`src/rtl/data_mem_access_ctrl.sv`:
```
// MEM-stage access controller in front of the 512x8 data RAM: alignment check,
// doubleword split into two big-endian word transfers, one-cycle response pulse.
//
// state | meaning
// IDLE  | ready for a request, RAM idle
// ACC0  | first (or only) RAM access
// ACC1  | second word of a doubleword, at addr+4
// RESP  | RespValid pulse with assembled load data
// TRAP  | RespValid + AlignTrap pulse, no RAM access
module data_mem_access_ctrl #(
  parameter int ADDR_W = 9,
  parameter int DW     = 32
) (
  input  logic              Clk,
  input  logic              Reset_n,
  input  logic              ReqValid,
  output logic              ReqReady,
  input  logic              ReqWrite,
  input  logic [1:0]        ReqSize,
  input  logic              ReqSignExt,
  input  logic [ADDR_W-1:0] ReqAddr,
  input  logic [2*DW-1:0]   ReqData,
  output logic              RespValid,
  output logic [2*DW-1:0]   RespData,
  output logic              AlignTrap,
  output logic              MemEnable,
  output logic              MemReadWrite,
  output logic              MemSignExtend,
  output logic [ADDR_W-1:0] MemAddress,
  output logic [DW-1:0]     MemDataIn,
  output logic [1:0]        MemSize,
  input  logic [DW-1:0]     MemDataOut
);

  localparam logic [2:0] S_IDLE = 3'd0;
  localparam logic [2:0] S_ACC0 = 3'd1;
  localparam logic [2:0] S_ACC1 = 3'd2;
  localparam logic [2:0] S_RESP = 3'd3;
  localparam logic [2:0] S_TRAP = 3'd4;

  logic [2:0]        r_state;
  logic              r_out_of_reset;
  logic              r_write;
  logic [1:0]        r_size;
  logic              r_sext;
  logic [ADDR_W-1:0] r_addr;
  logic [2*DW-1:0]   r_data;
  logic [DW-1:0]     r_word0;
  logic [DW-1:0]     r_word1;

  logic w_accept;
  logic w_misaligned;
  logic w_dbl;

  always_comb begin
    w_misaligned = 1'b0;
    case (ReqSize)
      2'b01:   w_misaligned = ReqAddr[0];
      2'b10:   w_misaligned = |ReqAddr[1:0];
      2'b11:   w_misaligned = |ReqAddr[2:0];
      default: w_misaligned = 1'b0;
    endcase
  end

  // ReqReady stays low during the first cycle after reset release.
  assign ReqReady = (r_state == S_IDLE) && r_out_of_reset;
  assign w_accept = ReqValid && ReqReady;
  assign w_dbl    = (r_size == 2'b11);

  always_ff @(posedge Clk or negedge Reset_n) begin
    if (!Reset_n) begin
      r_state        <= S_IDLE;
      r_out_of_reset <= 1'b0;
      r_write        <= 1'b0;
      r_size         <= 2'b00;
      r_sext         <= 1'b0;
      r_addr         <= '0;
      r_data         <= '0;
      r_word0        <= '0;
      r_word1        <= '0;
    end else begin
      r_out_of_reset <= 1'b1;
      case (r_state)
        S_IDLE: begin
          if (w_accept) begin
            r_write <= ReqWrite;
            r_size  <= ReqSize;
            r_sext  <= ReqSignExt;
            r_addr  <= ReqAddr;
            r_data  <= ReqData;
            r_word0 <= '0;
            r_word1 <= '0;
            r_state <= w_misaligned ? S_TRAP : S_ACC0;
          end
        end
        S_ACC0: begin
          r_word0 <= MemDataOut;
          r_state <= w_dbl ? S_ACC1 : S_RESP;
        end
        S_ACC1: begin
          r_word1 <= MemDataOut;
          r_state <= S_RESP;
        end
        S_RESP:  r_state <= S_IDLE;
        S_TRAP:  r_state <= S_IDLE;
        default: r_state <= S_IDLE;
      endcase
    end
  end

  always_comb begin
    MemEnable     = 1'b0;
    MemReadWrite  = 1'b0;
    MemSignExtend = 1'b0;
    MemAddress    = '0;
    MemDataIn     = '0;
    MemSize       = 2'b00;
    RespValid     = 1'b0;
    RespData      = '0;
    AlignTrap     = 1'b0;
    case (r_state)
      S_ACC0: begin
        MemEnable     = 1'b1;
        MemReadWrite  = r_write;
        MemAddress    = r_addr;
        MemSize       = w_dbl ? 2'b10 : r_size;
        MemSignExtend = r_size[1] ? 1'b0 : r_sext;
        MemDataIn     = w_dbl ? r_data[2*DW-1:DW] : r_data[DW-1:0];
      end
      S_ACC1: begin
        MemEnable    = 1'b1;
        MemReadWrite = r_write;
        MemAddress   = r_addr + ADDR_W'(4);
        MemSize      = 2'b10;
        MemDataIn    = r_data[DW-1:0];
      end
      S_RESP: begin
        RespValid = 1'b1;
        if (!r_write)
          RespData = w_dbl ? {r_word0, r_word1} : {{DW{1'b0}}, r_word0};
      end
      S_TRAP: begin
        RespValid = 1'b1;
        AlignTrap = 1'b1;
      end
      default: ;
    endcase
  end

endmodule

```
`config.mk`:
```
export PLATFORM = sky130hd
export DESIGN_NAME = data_mem_access_ctrl
export DESIGN_NICKNAME = d
export VERILOG_FILES = /design/src/rtl/data_mem_access_ctrl.sv
export SDC_FILE = /design/constraint.sdc
export NUM_CORES = 1
export LEC_CHECK = 0
export CORE_UTILIZATION = 42
export CTS_CLUSTER_DIAMETER = 50
export DETAILED_ROUTE_END_ITERATION = 16
export MAX_ROUTING_LAYER = met4
export PLACE_DENSITY_LB_ADDON = 0.08
export SYNTH_ARGS = -nofsm -noshare
export SYNTH_HDL_FRONTEND = slang
export SYNTH_SLANG_ARGS = --single-unit
```
`constraint.sdc`:
```
create_clock -name Clk -period 2.1 [get_ports Clk]
set_clock_uncertainty 0.15 [all_clocks]
set_input_delay 0.42 -clock Clk [delete_from_list [all_inputs] [get_ports Clk]]
set_output_delay 0.42 -clock Clk [all_outputs]
set_load 0.02 [all_outputs]
```
==> results.cfg <==
[timing]
layout_setup_ws_ps = -462
hold_viol_final = 0
finalCriticalPeriod_ps = 2560
slew_viol_final = 0
fmax_ghz = 0.390
whs_ps = 349
rsz0062_at_grt = yes
fin_crit_sh_pct = 122
finalSetupViolations = 111
setup_tns_ps = -40730

[global_routing]
grt_pass1_wl_mm = 30.9
grt_usage_pct = 25.1
grt_pass1_vias = 6109
grt_max_degree = 55
grt_remaining_overflow = 0
antenna_found_initial = 0

[clock_tree]
clk_latency_ps = 420
cts.sink_count = 145
numCtsBuffers = 17
clk_pin_slew_ps = 60
cts_tree = yes
cts-root-buf = clkbuf_16
htreeDepth = 4
clk_path_buf_depth = 2

[logic_synthesis]
synth_common_cells = nand2_1 (204), dfrtp_1 (145), mux2_2 (73)
postSynthCellCount = 686
synth_edf_count = 0
synth_cell_types = 34
avgSynthCellArea_um2 = 9.97
synthArstFlopShare_pct = 100
synth_nets = 799
yosys.cell_count.top_type = nand2_1
ys_ff_latch = 145
ys_seq_area_share_pct = 53.1
synth_ff_type = dfrtp_1
synth_area_leaders = dfrtp_1 (53%), mux2_2 (12%), nand2_1 (11%), nand3_1 (4.8%), a22o_1 (4.2%)
yosysTopAreaCell = dfrtp_1
ys.warnings.count = 0
syn_area_um2 = 6840
yosysTopAreaCellShare_pct = 53.1

[run]
maxCapViolCount = 0

[setup_path]
critPathMaxFanout = 8
end_kind = output pin
required_ps = 1530
crit_type = register to output pin
arrival_ps = 1990
start_kind = register

[route]
num_vias = 6262
ant_nets = 0
drt-wirelength-per-cell_um = 18.1
drc = 0
dr.first_iter.drc_count = 392
viasPerCell = 5.25
drt_pass1_iterations = 5
wl_mm = 21.6

[run_status]
outcome = finished with violations
violations = negative setup slack

[floorplan]
dieArea_um2 = 16800
rows = 46
die_y_um = 130
core-area_um2 = 15900
fp.dieW_um = 130
ios = 225
initial_utilization_pct = 43.1

[finish]
nets = 1076
drive_above_1_share_pct = 41.9
antenna-diode-count = 0
final_core_util_pct = 71.1
fin_cells = 1192
syn_to_final_growth_pct = 65.1

[placement]
portBuffers = 224
hpwl_mm = 13.1
place_congestion = 0.801
place_inst = 1122

[pwr]
peakVddDrop_mv = 0.868
p_per_area_nw_per_um2 = 1430
total_power_uw = 16200
p_leak_uw = 0.00521

[hold_path]
hp-class = register to register
cell families (layout without fill, tap and decap cells):
kind of cell / count (synthesis) / count (layout) / share of synthesized area (%)
buffers and inverters: 52 / 342 / 3.68
other: 1 / 1 / 0.0548
AND/OR/NAND/NOR: 327 / 327 / 21.9
flip-flops: 145 / 145 / 53.1
XOR/XNOR: 2 / 2 / 0.256
adder cells (fa/ha/maj): 1 / 1 / 0.183
multiplexers: 77 / 77 / 12.9
AO/OA/AOI/OAI: 81 / 81 / 8.01
sequential cells by signal, summed over array words and instances, names as in the netlist:
name	flops
r_out_of_reset	1
r_state	3
r_word0	32
r_word1	32
r_addr	9
r_write	1
r_data	64
r_size	2
r_sext	1
timing repair:
action | 4_1_cts | 5_1_grt
resized for setup | 559 | 225
pin swaps | 9 | 44
setup buffers | 8 | 17
hold buffers | 1 | 0
gates cloned | 3 | 10
endpoints found under the setup margin | 113 | 145
endpoints found under the hold margin | 42 | 0
through the flow:
step           setup slack [ps]  area, um2
4_1_cts                    -483      10400
2_1_floorplan             -56.0       6880
3_3_place_gp               -379       9630
6_report                   -462      11300
5_1_grt                    -548      11300
3_5_place_dp               -430       9630
report_power, final:
part	internal, uW	switching (uW)
sequential	4120	865
clock	1990	1150
combinational	3990	4050
total	10100	6070
final cells by class:
type                    instances  area [um2]
clock buffers                  23         488
clock inverters                 9         129
fillers                      1200        4590
multi-input cells             489        3450
flip-flops and latches        145        3630
well taps                     216         270
repair buffers                310        3330
critical path: stages (launching register included):
cell and delay [ps]:
dfrtp_1 410, buf_6 140, buf_6 100, nand4bb_4 160, nor2_4 290, clkbuf_16 230
and2_4 140, buf_6 110
worst paths after layout:
check / start / cells after the start / to / slack (ps)
setup reg to reg: r_state[2]$_DFFE_PN0P_ / 8 / r_word1[1]$_DFFE_PN0P_ / 50
min in group asynchronous: Reset_n / 2 / r_word0[17]$_DFFE_PN0P_ / 360
setup / recovery: r_state[0]$_DFFE_PN0P_ / 7 / RespData[36] / -460
hold reg to reg: r_word1[3]$_DFFE_PN0P_ / 2 / r_word1[3]$_DFFE_PN0P_ / 350
max in group asynchronous: Reset_n / 3 / r_data[2]$_DFFE_PN0P_ / 820
hold / removal: r_word1[3]$_DFFE_PN0P_ / 2 / r_word1[3]$_DFFE_PN0P_ / 350
cell usage in the layout (no fill, tap or decap), types with 3 or more instances in the layout:
| cell type | netlist | final |
|---|---|---|
| nand2_1 | 204 | 196 |
| dfrtp_1 | 145 | 143 |
| clkdlybuf4s50_1 | 0 | 110 |
| buf_6 | 2 | 103 |
| mux2_2 | 73 | 73 |
| nand3_1 | 66 | 66 |
| buf_4 | 5 | 56 |
| and2_4 | 0 | 34 |
| a22o_1 | 33 | 33 |
| clkbuf_16 | 0 | 25 |
| a21oi_2 | 0 | 17 |
| a21oi_4 | 0 | 16 |
| buf_2 | 18 | 15 |
| buf_12 | 0 | 10 |
| o21ai_2 | 0 | 9 |
| nand2_2 | 1 | 8 |
| buf_16 | 0 | 5 |
| nor3b_4 | 0 | 4 |
| mux2_4 | 4 | 4 |
| clkbuf_8 | 0 | 4 |
| nor2_4 | 0 | 3 |
| clkinv_2 | 0 | 3 |
| bufinv_16 | 0 | 3 |
metal layers:
metal	GRT usage (%)	routed length, um	up-vias
li1	-	-	2872
met1	30.0	8740	3083
met2	40.6	10900	267
met3	6.19	1490	40
met4	9.99	486	0
met5	-	0	-
No activity file was read; power rests on OpenSTA's default activity.
